## src/rtl/alu_muldiv.sv

```systemverilog
// alu_muldiv -- iterative RV32M multiply/divide unit.
//
// A request is accepted on the in_valid/in_ready handshake. Operands are
// reduced to magnitudes and the result sign is recorded. A radix-2 loop
// then runs for WIDTH cycles: shift-add for multiply, restoring
// shift-subtract for divide. The signed result is held on the
// out_valid/out_ready handshake until the consumer takes it.
//
// Optional feature macro: ALU_MULDIV_DIV_EN
//   defined   : the divider and the divide special cases are built.
//   undefined : ops 100-111 complete in one cycle with res=0, div_zero=1.
//
// Ports:
//   clk, rst_n          clock and asynchronous active-low reset
//   in_valid/in_ready   request handshake (in_ready high only in IDLE)
//   op[2:0]             RV32M funct3
//   srcA, srcB          rs1 / rs2 operands
//   kill                synchronous abort of the operation in flight
//   out_valid/out_ready result handshake
//   res                 registered result
//   div_zero            result came from a divide by zero
module alu_muldiv #(
  parameter int WIDTH = 32
) (
  input  logic             clk,
  input  logic             rst_n,
  input  logic             in_valid,
  output logic             in_ready,
  input  logic [2:0]       op,
  input  logic [WIDTH-1:0] srcA,
  input  logic [WIDTH-1:0] srcB,
  input  logic             kill,
  output logic             out_valid,
  input  logic             out_ready,
  output logic [WIDTH-1:0] res,
  output logic             div_zero
);

  localparam int CW = $clog2(WIDTH + 1);

  localparam logic [1:0] S_IDLE = 2'd0;
  localparam logic [1:0] S_CALC = 2'd1;
  localparam logic [1:0] S_DONE = 2'd2;

  localparam logic [2:0] OP_MUL    = 3'b000;
  localparam logic [2:0] OP_MULH   = 3'b001;
  localparam logic [2:0] OP_MULHSU = 3'b010;
  localparam logic [2:0] OP_MULHU  = 3'b011;
  localparam logic [2:0] OP_DIV    = 3'b100;
  localparam logic [2:0] OP_DIVU   = 3'b101;
  localparam logic [2:0] OP_REM    = 3'b110;
  localparam logic [2:0] OP_REMU   = 3'b111;

  localparam logic [CW-1:0]    CNT_INIT = CW'(WIDTH);
  localparam logic [CW-1:0]    CNT_ONE  = CW'(1);
  localparam logic [WIDTH-1:0] ZERO_W   = {WIDTH{1'b0}};

`ifdef ALU_MULDIV_DIV_EN
  localparam logic [WIDTH-1:0] ONES_W = {WIDTH{1'b1}};
  localparam logic [WIDTH-1:0] MIN_W  = {1'b1, {(WIDTH-1){1'b0}}};
`endif

  // Two's-complement negation at operand width
  function automatic logic [WIDTH-1:0] neg_w(input logic [WIDTH-1:0] v);
    neg_w = ~v + {{(WIDTH-1){1'b0}}, 1'b1};
  endfunction

  // Two's-complement negation at product width
  function automatic logic [2*WIDTH-1:0] neg_2w(input logic [2*WIDTH-1:0] v);
    neg_2w = ~v + {{(2*WIDTH-1){1'b0}}, 1'b1};
  endfunction

  // Magnitude of v when it is treated as signed, otherwise v unchanged
  function automatic logic [WIDTH-1:0] mag(input logic [WIDTH-1:0] v, input logic sgn);
    if (sgn && v[WIDTH-1]) begin
      mag = neg_w(v);
    end else begin
      mag = v;
    end
  endfunction

  logic [1:0]         r_state;
  logic [2:0]         r_op;
  logic [WIDTH-1:0]   r_b;      // multiplicand magnitude or divisor magnitude
  logic               r_neg;    // the final result must be negated
  logic [CW-1:0]      r_cnt;
  logic [2*WIDTH-1:0] r_acc;    // {high/remainder, low/quotient}
  logic               r_in_ready;
  logic               r_out_valid;
  logic [WIDTH-1:0]   r_res;
  logic               r_div_zero;

  logic               w_a_signed;
  logic               w_b_signed;
  logic               w_neg;
  logic [WIDTH:0]     w_mul_sum;
  logic [2*WIDTH-1:0] w_step;
  logic [2*WIDTH-1:0] w_prod;
  logic [WIDTH-1:0]   w_calc_res;
  logic               w_spec;
  logic [WIDTH-1:0]   w_spec_res;
  logic               w_spec_dz;
  logic               w_accept;

  assign in_ready  = r_in_ready;
  assign out_valid = r_out_valid;
  assign res       = r_res;
  assign div_zero  = r_div_zero;

  assign w_accept = in_valid && r_in_ready && !kill;

  // Operand signedness and the result sign for the incoming op
  always_comb begin
    w_a_signed = 1'b0;
    w_b_signed = 1'b0;
    w_neg      = 1'b0;
    case (op)
      OP_MUL:    begin w_a_signed = 1'b0; w_b_signed = 1'b0; w_neg = 1'b0; end
      OP_MULH:   begin w_a_signed = 1'b1; w_b_signed = 1'b1; w_neg = srcA[WIDTH-1] ^ srcB[WIDTH-1]; end
      OP_MULHSU: begin w_a_signed = 1'b1; w_b_signed = 1'b0; w_neg = srcA[WIDTH-1]; end
      OP_MULHU:  begin w_a_signed = 1'b0; w_b_signed = 1'b0; w_neg = 1'b0; end
      OP_DIV:    begin w_a_signed = 1'b1; w_b_signed = 1'b1; w_neg = srcA[WIDTH-1] ^ srcB[WIDTH-1]; end
      OP_DIVU:   begin w_a_signed = 1'b0; w_b_signed = 1'b0; w_neg = 1'b0; end
      // The remainder takes the dividend's sign
      OP_REM:    begin w_a_signed = 1'b1; w_b_signed = 1'b1; w_neg = srcA[WIDTH-1]; end
      OP_REMU:   begin w_a_signed = 1'b0; w_b_signed = 1'b0; w_neg = 1'b0; end
      default:   begin w_a_signed = 1'b0; w_b_signed = 1'b0; w_neg = 1'b0; end
    endcase
  end

`ifdef ALU_MULDIV_DIV_EN
  logic [WIDTH:0]     w_trial;
  logic [2*WIDTH-1:0] w_div_next;

  // Restoring divide step: try to subtract the divisor from the shifted remainder
  always_comb begin
    w_trial = r_acc[2*WIDTH-1:WIDTH-1] - {1'b0, r_b};
    if (w_trial[WIDTH]) begin
      w_div_next = {r_acc[2*WIDTH-2:0], 1'b0};
    end else begin
      w_div_next = {w_trial[WIDTH-1:0], r_acc[WIDTH-2:0], 1'b1};
    end
  end

  // Divide-by-zero and signed-overflow cases bypass the iterative loop
  always_comb begin
    w_spec     = 1'b0;
    w_spec_res = ZERO_W;
    w_spec_dz  = 1'b0;
    if (op[2] && (srcB == ZERO_W)) begin
      w_spec     = 1'b1;
      w_spec_res = op[1] ? srcA : ONES_W;
      w_spec_dz  = 1'b1;
    end else if (op[2] && !op[0] && (srcA == MIN_W) && (srcB == ONES_W)) begin
      w_spec     = 1'b1;
      w_spec_res = op[1] ? ZERO_W : MIN_W;
      w_spec_dz  = 1'b0;
    end else begin
      w_spec     = 1'b0;
      w_spec_res = ZERO_W;
      w_spec_dz  = 1'b0;
    end
  end
`else
  // Without the divider every divide-class op completes at once with div_zero set
  always_comb begin
    w_spec     = op[2];
    w_spec_res = ZERO_W;
    w_spec_dz  = 1'b1;
  end
`endif

  // One iteration of the active loop and the signed result formed from it
  always_comb begin
    w_mul_sum = {1'b0, r_acc[2*WIDTH-1:WIDTH]} + (r_acc[0] ? {1'b0, r_b} : {1'b0, ZERO_W});
`ifdef ALU_MULDIV_DIV_EN
    if (r_op[2]) begin
      w_step = w_div_next;
    end else begin
      w_step = {w_mul_sum, r_acc[WIDTH-1:1]};
    end
`else
    w_step = {w_mul_sum, r_acc[WIDTH-1:1]};
`endif
    w_prod     = r_neg ? neg_2w(w_step) : w_step;
    w_calc_res = ZERO_W;
    if (!r_op[2]) begin
      w_calc_res = (r_op == OP_MUL) ? w_prod[WIDTH-1:0] : w_prod[2*WIDTH-1:WIDTH];
    end else if (r_op[1]) begin
      w_calc_res = r_neg ? neg_w(w_step[2*WIDTH-1:WIDTH]) : w_step[2*WIDTH-1:WIDTH];
    end else begin
      w_calc_res = r_neg ? neg_w(w_step[WIDTH-1:0]) : w_step[WIDTH-1:0];
    end
  end

  // Control FSM, loop datapath and registered outputs
  always_ff @(posedge clk or negedge rst_n) begin
    if (!rst_n) begin
      r_state     <= S_IDLE;
      r_op        <= 3'b000;
      r_b         <= ZERO_W;
      r_neg       <= 1'b0;
      r_cnt       <= {CW{1'b0}};
      r_acc       <= {(2*WIDTH){1'b0}};
      r_in_ready  <= 1'b0;
      r_out_valid <= 1'b0;
      r_res       <= ZERO_W;
      r_div_zero  <= 1'b0;
    end else begin
      case (r_state)
        S_IDLE: begin
          if (w_accept) begin
            r_op       <= op;
            r_b        <= mag(srcB, w_b_signed);
            r_neg      <= w_neg;
            r_cnt      <= CNT_INIT;
            r_acc      <= {ZERO_W, mag(srcA, w_a_signed)};
            r_in_ready <= 1'b0;
            if (w_spec) begin
              r_state     <= S_DONE;
              r_res       <= w_spec_res;
              r_div_zero  <= w_spec_dz;
              r_out_valid <= 1'b1;
            end else begin
              r_state <= S_CALC;
            end
          end else begin
            // Also raises in_ready on the first edge after reset
            r_in_ready <= 1'b1;
          end
        end
        S_CALC: begin
          if (kill) begin
            r_state    <= S_IDLE;
            r_in_ready <= 1'b1;
          end else begin
            r_acc <= w_step;
            r_cnt <= r_cnt - CNT_ONE;
            if (r_cnt == CNT_ONE) begin
              r_state     <= S_DONE;
              r_res       <= w_calc_res;
              r_div_zero  <= 1'b0;
              r_out_valid <= 1'b1;
            end else begin
              r_state <= S_CALC;
            end
          end
        end
        S_DONE: begin
          if (kill || out_ready) begin
            r_state     <= S_IDLE;
            r_out_valid <= 1'b0;
            r_in_ready  <= 1'b1;
          end else begin
            r_state <= S_DONE;
          end
        end
        default: begin
          r_state     <= S_IDLE;
          r_out_valid <= 1'b0;
          r_in_ready  <= 1'b1;
        end
      endcase
    end
  end

endmodule

```

## config.mk

```make
export PLATFORM = sky130hd
export DESIGN_NAME = alu_muldiv
export DESIGN_NICKNAME = d
export VERILOG_FILES = /design/src/rtl/alu_muldiv.sv
export SDC_FILE = /design/constraint.sdc
export NUM_CORES = 1
export LEC_CHECK = 0
export ABC_AREA = 1
export CORE_MARGIN = 2
export CORE_UTILIZATION = 50
export CTS_BUF_LIST = sky130_fd_sc_hd__clkbuf_4 sky130_fd_sc_hd__clkbuf_8 sky130_fd_sc_hd__clkbuf_16
export DETAILED_ROUTE_END_ITERATION = 16
export DONT_BUFFER_PORTS = 1
export GPL_ROUTABILITY_DRIVEN = 0
export GPL_TIMING_DRIVEN = 1
export PLACE_DENSITY = 0.69
export SETUP_SLACK_MARGIN = 0.3
export SLEW_MARGIN = 15
export SYNTH_ARGS = -nofsm -noshare
export SYNTH_HDL_FRONTEND = slang
export SYNTH_SLANG_ARGS = --single-unit
```

## constraint.sdc

```tcl
create_clock -name clk -period 3.81 [get_ports clk]
set_input_delay 0.9525 -clock clk [delete_from_list [all_inputs] [get_ports clk]]
set_output_delay 0.9525 -clock clk [all_outputs]
set_load 0.1 [all_outputs]
```

==> summary.md, run 1 <==
| Metric | Value |
|---|---|
| Actual slew at the worst max-slew pin | `slightly below 1 ns` |
| CP Launch Point | `r_acc[0]` |
| Core area | `26,100 um2` |
| Fin crit share | `0.879` |
| Max Fclk | `0.299 GHz` |
| H-tree depth | `4` |
| CTS tree | `built` |
| Boundary pin count | `107` |
| Critical Path AT | `3.68 ns` |
| Top Metal Used | `met4` |
| Syn-to-layout area delta | `9.50%` |
| Die area | `28,000 um2` |
| CP startpoint kind | `flop` |
| Placed cells | `2,443` |
| Sequential area share after synthesis | `0.268` |
| Detailed Route Iter0 Violations | `1,374` |
| Peak supply drop | `0.569 mV` |
| Failing checks | `DRC` |
| Final Non-Filler Cells | `~2,500` |
| Slew Limit Fails | `0` |
| Synthesized flop and latch total | `between 100 and 150` |
| WL met2 | `around 18,000 um` |
| PortBufs | `0` |
| Synth top area share | `0.268` |
| Leakage | `around 7.5 nW` |
| Number of global-route vias before repair | `13,000` |
| CTS root buf | `clkbuf_16` |
| Required time of the critical path | `4.14 ns` |
| Max clock buf depth | `2` |
| Setup violations, final | `0` |
| Most common cell after layout, fill and taps aside | `nand2_1` |
| Max cap viols | `0` |
| Largest net degree at the start of global routing | `144` |
| Latest clock arrival within the worst-skew pair | `0.45 ns` |
| Rows | `59` |
| Nets | `2,244` |
| Cell variety after synth | `56` |
| Total GRT Usage | `0.306` |
| Remaining Overflow, GRT | `0` |
| Top fanout value on the critical path | `7` |
| Placed Area | `13,700 um2` |
| DR WL/cell | `17.3 um` |
| WL final | `42,800 um` |
| Vias post-DR | `14,000` |
| Layout cells sized above 1 | `0.106` |
| Post-synthesis net count | `about 2,300` |
| Antenna diode count | `0` |
| Final min period | `roughly 3.3 ns` |
| Chip width | `about 170 um` |
| Unrepaired setup endpoints after global routing | `yes` |
| Post-Synthesis Cells | `2,151` |
| First-pass iteration count of the detailed router | `12` |
| Post-synth top flop | `dfrtp_1` |
| WL met1 | `roughly 19,000 um` |
| Most area-consuming cells after synthesis | `dfrtp_1, nand2_1, inv_1` |
| Initial Utilization | `0.510` |
| Critical path class | `flop to flop` |
| Cts bufs inserted | `17` |
| DRT antenna net count | `0` |
| Met3 WL | `4010 um` |
| Final hold violation count | `0` |
| Antenna violations before repair | `1` |
| Status | `finished, violations left` |
| Average instance area after synthesis | `6.20 um2` |
| Final instance area | `between 10,000 and 15,000 um2` |
| Synthesized area | `13,300 um2` |
| Slew HR | `0.345` |
| Die Y | `167 um` |
| HPWL Detailed | `32,500 um` |
| Clock Sinks | `between 100 and 150` |
| Worst setup EP type | `flop` |
| DRC errors left | `2` |
| YS warnings | `0` |
| Hold Buf Count CTS | `0` |
| Commonest non-fill, non-tap cells in the layout | `nand2_1, inv_1, o21ai_0` |
| Ys async rst share | `1.00` |
| Drt via density | `5.65` |
| EDFF count, synth | `0` |
| Pwr dens | `950 nW/um2` |
| Area leader, netlist | `dfrtp_1` |
| Hold WC Path Type | `input port to asynchronous set/reset pin` |
| FF-to-FF Start | `r_acc[0]` |
| CTS clk-pin slew, worst paths | `0.08 ns` |
| First-pass GRT wire length | `68,500 um` |
| TNS Setup | `0 ns` |
| Setup Skew | `approximately 0.016 ns` |
final timing paths:
check                      slack, ns  cells past startpoint         to
min in group clk                0.49                      2     r_b[0]
setup / recovery                0.46                     24    res[30]
max in group asynchronous       3.38                      0  r_acc[10]
setup reg to reg                0.46                     24    res[30]
hold / removal                  0.20                      0  r_acc[58]
hold reg to reg                 0.49                      2     r_b[0]
final cells by class:
type	instances	area, um2
Multi-Input combinational cell	1645	8690
Clock inverter	15	141
Timing Repair Buffer	30	223
Fill cell	2600	11500
Clock buffer	17	425
Sequential cell	143	3580
Tap cell	335	419
Inverter	296	1110
through the flow:
step / power, mW / hold WS (ns) / setup slack (ns) / utilization
CTS: 13.2 / 0.187 / 0.323 / 0.546
finish: 13.9 / 0.198 / 0.462 / 0.559
global placement: 11.3 / 0.465 / 0.204 / 0.524
global route: 14.9 / 0.191 / 0.232 / 0.559
floorplan: 9.11 / 0.447 / 0.640 / -
detailed placement: 11.4 / 0.470 / 0.159 / 0.524
synthesized netlist by cell type, types with 9 or more instances:
library cell,count
o21ai_1,16
o21ai_0,175
nand4_1,25
nand3_1,119
a21oi_1,108
o21ai_2,9
xnor2_1,19
nand2_1,682
a31oi_1,10
nand2_2,35
nor2_1,178
nand3b_1,12
ha_1,38
xor2_1,72
clkbuf_1,53
buf_2,9
inv_1,283
nand2_4,12
nor3_1,28
inv_2,9
dfrtp_1,143
o211ai_1,17
routing by layer:
layer  vias to the layer above  track usage
li1                       6852            -
met1                      6416        0.423
met2                       644        0.463
met3                       104       0.0690
met4                         0        0.130
met5                         -            0
repair_timing:
action | CTS | global route
setup endpoints to repair | 12 | 27
buffers inserted | 0 | 6
pin swaps | 0 | 5
gates resized for setup | 4 | 74
worst max-delay path, cell delays in order (launching register included):
cell      delay, ns
dfrtp_2        0.47
clkbuf_2       0.19
nand2_1        0.09
inv_1          0.09
ha_2           0.41
nand2_1        0.16
nor2_4         0.17
inv_1          0.08
nor3_4         0.16
and2_1         0.15
nand2_1        0.12
nand2_1        0.11
nand2_1        0.07
nand2_2        0.12
nand2_1        0.06
nor2_1         0.16
nand2_1        0.08
nand2_2        0.09
nand2_1        0.07
nand2_1        0.06
nand3_1        0.07
nand2_1        0.08
nand2_1        0.05
nand2_1        0.09
nand2_1        0.05
sequential cells by signal, summed over array words and instances (netlist names):
register,count
r_cnt,6
r_acc,64
in_ready,1
r_neg,1
r_b,32
div_zero,1
r_op,3
out_valid,1
r_state,2
res,32
power by group:
group | switching [mW] | total (mW) | internal [mW]
registers | 0.766 | 2.80 | 2.04
logic | 6.42 | 9.37 | 2.96
clock network | 0.820 | 1.69 | 0.870
kinds of logic (layout without fill, tap and decap cells):
family                     after synthesis  in the layout  synth area share
and+or+nand+nor                       1141           1141             0.372
AOI/OAI and AO/OA                      370            370             0.154
DFF                                    143            143             0.268
adders and majority gates               39             39            0.0372
buffers and inverters                  363            358             0.103
xor gates and xnor gates                94             94            0.0643
muxes                                    1              1          0.000751
No activity file was read; power rests on OpenSTA's default activity.
==> run 2, diff against run 1 <==
--- a/config.mk
+++ b/config.mk
@@ -5,7 +5,7 @@
 export SDC_FILE = /design/constraint.sdc
 export NUM_CORES = 1
 export LEC_CHECK = 0
-export ABC_AREA = 1
+export ABC_AREA = 0
 export CORE_MARGIN = 2
 export CORE_UTILIZATION = 50
 export CTS_BUF_LIST = sky130_fd_sc_hd__clkbuf_4 sky130_fd_sc_hd__clkbuf_8 sky130_fd_sc_hd__clkbuf_16
==> summary.md, run 2 <==
| Metric | Value |
|---|---|
| Antenna violations before repair | `0 (was 1)` |
| Slew Limit Fails | `0 (unchanged)` |
| Met3 WL | `3690 um (was 4010 um)` |
| CTS tree | `built (unchanged)` |
| DRC errors left | `0 (was 2)` |
| Top-count cell post-synth | `nand2_1 (unchanged)` |
| Clock Sinks | `143 (unchanged)` |
| Biggest register | `r_acc (unchanged)` |
| TNS Setup | `-6.34 ns (was 0 ns)` |
| Average instance area after synthesis | `7.65 um2 (was 6.20 um2)` |
| Most common cell after layout, fill and taps aside | `buf_4 (was nand2_1)` |
| Top fanout value on the critical path | `5 (was 7)` |
| Cell variety after synth | `80 (was 56)` |
| Family with the most delay on the worst path | `compound AO/OA/AOI/OAI gates (was simple AND/OR/NAND/NOR gates)` |
| Number of global-route vias before repair | `12,400 (was 13,000)` |
| Remaining Overflow, GRT | `0 (unchanged)` |
| Unrepaired setup endpoints after global routing | `yes (unchanged)` |
| Required time of the critical path | `4.13 ns (was 4.14 ns)` |
| Synthesized area | `12,000 um2 (was 13,300 um2)` |
| Synth top area share | `0.298 (was 0.268)` |
| Slowest CP cell | `dfrtp_2 (unchanged)` |
| Actual slew at the worst max-slew pin | `1.07 ns (was 0.983 ns)` |
| Chip width | `159 um (was 167 um)` |
| Setup violations, final | `20 (was 0)` |
| Die Y | `159 um (was 167 um)` |
| Max clock buf depth | `2 (unchanged)` |
| Worst setup EP type | `flop (unchanged)` |
| Failing checks | `setup timing (was DRC)` |
| Max cap viols | `0 (unchanged)` |
| Crit-path max cell delay | `0.44 ns (was 0.47 ns)` |
| EDFF count, synth | `0 (unchanged)` |
| Boundary pin count | `107 (unchanged)` |
| DR WL/cell | `20.1 um (was 17.3 um)` |
| Drt via density | `6.24 (was 5.65)` |
| Hold WC Path Type | `input port to asynchronous set/reset pin (unchanged)` |
| WL met1 | `17,400 um (was 18,700 um)` |
| CP dominant cell by count | `or3_4 (was nand2_1)` |
| Core area | `23,500 um2 (was 26,100 um2)` |
| Setup Skew | `0.0122 ns (was 0.0158 ns)` |
| Placed Area | `13,900 um2 (was 13,700 um2)` |
| Final hold violation count | `0 (unchanged)` |
| Fin worst setup slack | `-0.539 ns (was 0.462 ns)` |
| WL final | `42,100 um (was 42,800 um)` |
| WL met2 | `18,400 um (was 18,300 um)` |
| Ys async rst share | `1.00 (unchanged)` |
| Peak supply drop | `0.495 mV (was 0.569 mV)` |
| Reg power frac | `0.225 (was 0.202)` |
| Syn-to-layout area delta | `29.5% (was 9.50%)` |
| Detailed Route Iter0 Violations | `1,424 (was 1,374)` |
| Die area | `25,200 um2 (was 28,000 um2)` |
| Sw Pwr | `5.22 mW (was 8.00 mW)` |
| Synthesized flop and latch total | `143 (unchanged)` |
| Initial Utilization | `0.509 (was 0.510)` |
| Rows | `56 (was 59)` |
| Total GRT Usage | `0.323 (was 0.306)` |
| CP startpoint kind | `flop (unchanged)` |
| Critical Path AT | `4.67 ns (was 3.68 ns)` |
| CP Cell Sequence | `and2_4 > ha_4 > fa_2 > a211oi_4 > o211ai_1 > buf_4 > a211oi_4 > nand3_2 > or3_4 > or3_4 > or3_4 > o31ai_2 > xor2_1 > a211oi_1 > a211o_1 (was clkbuf_2 > nand2_1 > inv_1 > ha_2 > nand2_1 > nor2_4 > inv_1 > nor3_4 > and2_1 > nand2_1 > nand2_1 > nand2_1 > nand2_2 > nand2_1 > nor2_1 > nand2_1 > nand2_2 > nand2_1 > nand2_1 > nand3_1 > nand2_1 > nand2_1 > nand2_1 > nand2_1)` |
| Max reg flops | `64 (unchanged)` |
| Critical path class | `flop to flop (unchanged)` |
| Post-synthesis net count | `1,679 (was 2,262)` |
| Final min period | `4.35 ns (was 3.35 ns)` |
| Post-synth top flop | `dfrtp_1 (unchanged)` |
| Fin crit share | `1.14 (was 0.879)` |
| Latest clock arrival within the worst-skew pair | `0.44 ns (was 0.45 ns)` |
| Internal Power | `5.95 mW (was 5.86 mW)` |
| Sw Share | `0.467 (was 0.577)` |
| Hold Buf Count CTS | `0 (unchanged)` |
| Antenna diode count | `0 (unchanged)` |
| Cts bufs inserted | `17 (unchanged)` |
| Slew HR | `0.284 (was 0.345)` |
| Commonest non-fill, non-tap cells in the layout | `buf_4, nand2_1, o21ai_0 (was nand2_1, inv_1, o21ai_0)` |
| Largest net degree at the start of global routing | `144 (unchanged)` |
| Leakage | `6.68 nW (was 7.50 nW)` |
| HPWL Detailed | `30,400 um (was 32,500 um)` |
| YS warnings | `0 (unchanged)` |
| PortBufs | `0 (unchanged)` |
| First-pass GRT wire length | `65,400 um (was 68,500 um)` |
| Synth cell count leaders | `nand2_1, o21ai_0, dfrtp_1 (was nand2_1, inv_1, nor2_1)` |
| Comb pwr share | `0.623 (was 0.676)` |
| Pwr dens | `719 nW/um2 (was 950 nW/um2)` |
| Top Metal Used | `met4 (unchanged)` |
| Max Fclk | `0.230 GHz (was 0.299 GHz)` |
| Vias post-DR | `13,100 (was 14,000)` |
| Post-Synthesis Cells | `1,568 (was 2,151)` |
| Nets | `1,873 (was 2,244)` |
| Worst path buffer plus inverter count | `1 (was 3)` |
| DRT antenna net count | `0 (unchanged)` |
| CTS root buf | `clkbuf_16 (unchanged)` |
| Clock power frac | `0.152 (was 0.122)` |
| First-pass iteration count of the detailed router | `6 (was 12)` |
| H-tree depth | `4 (unchanged)` |
| Layout cells sized above 1 | `0.254 (was 0.106)` |
| Sequential area share after synthesis | `0.298 (was 0.268)` |
| Final instance area | `15,500 um2 (was 14,600 um2)` |
| CTS clk-pin slew, worst paths | `0.07 ns (was 0.08 ns)` |
| Area leader, netlist | `dfrtp_1 (unchanged)` |
| Status | `finished, violations left (unchanged)` |
| Most area-consuming cells after synthesis | `dfrtp_1, o21ai_0, nand2_1 (was dfrtp_1, nand2_1, inv_1)` |
run 2: cell count changes after synthesis, moves of 16 or more:
cell	change
o21ai_0	+18
nand3_1	-74
xnor2_1	+65
nand2_1	-460
inv_1	-258
clkbuf_1	+25
or3_1	+32
nand2_2	-35
and2_1	+40
nor2_1	-62
o31ai_1	+21
a21oi_1	+16
run 2: timing repair:
item,in CTS,in global routing
setup buffers,27,14
gates resized for setup,104,56
setup endpoints to repair,28,31
pin swaps,51,34
run 2: cell type report:
class,count,area (um2)
clock buffer,17,425
clock inverter,15,169
fill,1930,8010
inverter,25,93.8
multi-input combinational,1304,8740
sequential,143,3580
tap,319,399
timing repair buffer,271,2120
run 2: worst reg2reg max path, stage by stage, from the launching register on:
cell and delay [ns]:
dfrtp_2 0.44, and2_4 0.17, ha_4 0.15, fa_2 0.37, a211oi_4 0.28, o211ai_1 0.18
buf_4 0.19, a211oi_4 0.29, nand3_2 0.12, or3_4 0.37, or3_4 0.36, or3_4 0.41
o31ai_2 0.27, xor2_1 0.20, a211oi_1 0.12, a211o_1 0.31
run 2: power groups by stage:
stage	registers [mW]	logic, mW	clock network [mW]
finish	2.51	6.96	1.70
global route	2.55	7.37	1.77
detailed placement	2.51	5.48	0
CTS	2.48	6.34	1.71
global placement	2.49	5.37	0
floorplan	2.35	3.32	0
run 2: cells by family (layout without fill, tap and decap cells):
| group | after synthesis | count (layout) | synth area share |
|---|---|---|---|
| AND/OR/NAND/NOR | 587 | 587 | 0.232 |
| AO/OA/AOI/OAI | 512 | 512 | 0.264 |
| XOR/XNOR | 152 | 152 | 0.112 |
| flip-flops | 143 | 143 | 0.298 |
| buffers and inverters | 121 | 328 | 0.0387 |
| adder cells (fa/ha/maj) | 39 | 39 | 0.0413 |
| multiplexers | 14 | 14 | 0.0130 |
run 2: routing by layer:
metal,track usage,vias up
met3,0.0603,211
met5,0,-
met1,0.430,6145
li1,-,6029
met2,0.501,674
met4,0.167,0
run 2: per-stage QoR:
step / total power, mW / util / hold WS, ns / setup WS [ns] / cells
2_1_floorplan: 5.67 / - / 0.442 / -0.393 / 1568
3_3_place_gp: 7.85 / 0.591 / 0.453 / -0.457 / 2021
3_5_place_dp: 7.99 / 0.591 / 0.464 / -0.496 / 2021
4_1_cts: 10.5 / 0.645 / 0.194 / -0.404 / 2080
5_1_grt: 11.7 / 0.660 / 0.195 / -0.634 / 2094
6_report: 11.2 / 0.660 / 0.207 / -0.539 / 2094
run 2: worst paths after layout:
kind / start / to / slack [ns] / depth (start not counted)
max: r_acc[0] / res[24] / -0.54 / 15
min: rst_n / r_acc[58] / 0.21 / 0
max reg2reg: r_acc[0] / res[24] / -0.54 / 15
min reg2reg: r_b[13] / r_b[13] / 0.48 / 2
max in group asynchronous: rst_n / r_acc[52] / 3.18 / 0
min in group clk: r_b[13] / r_b[13] / 0.48 / 2
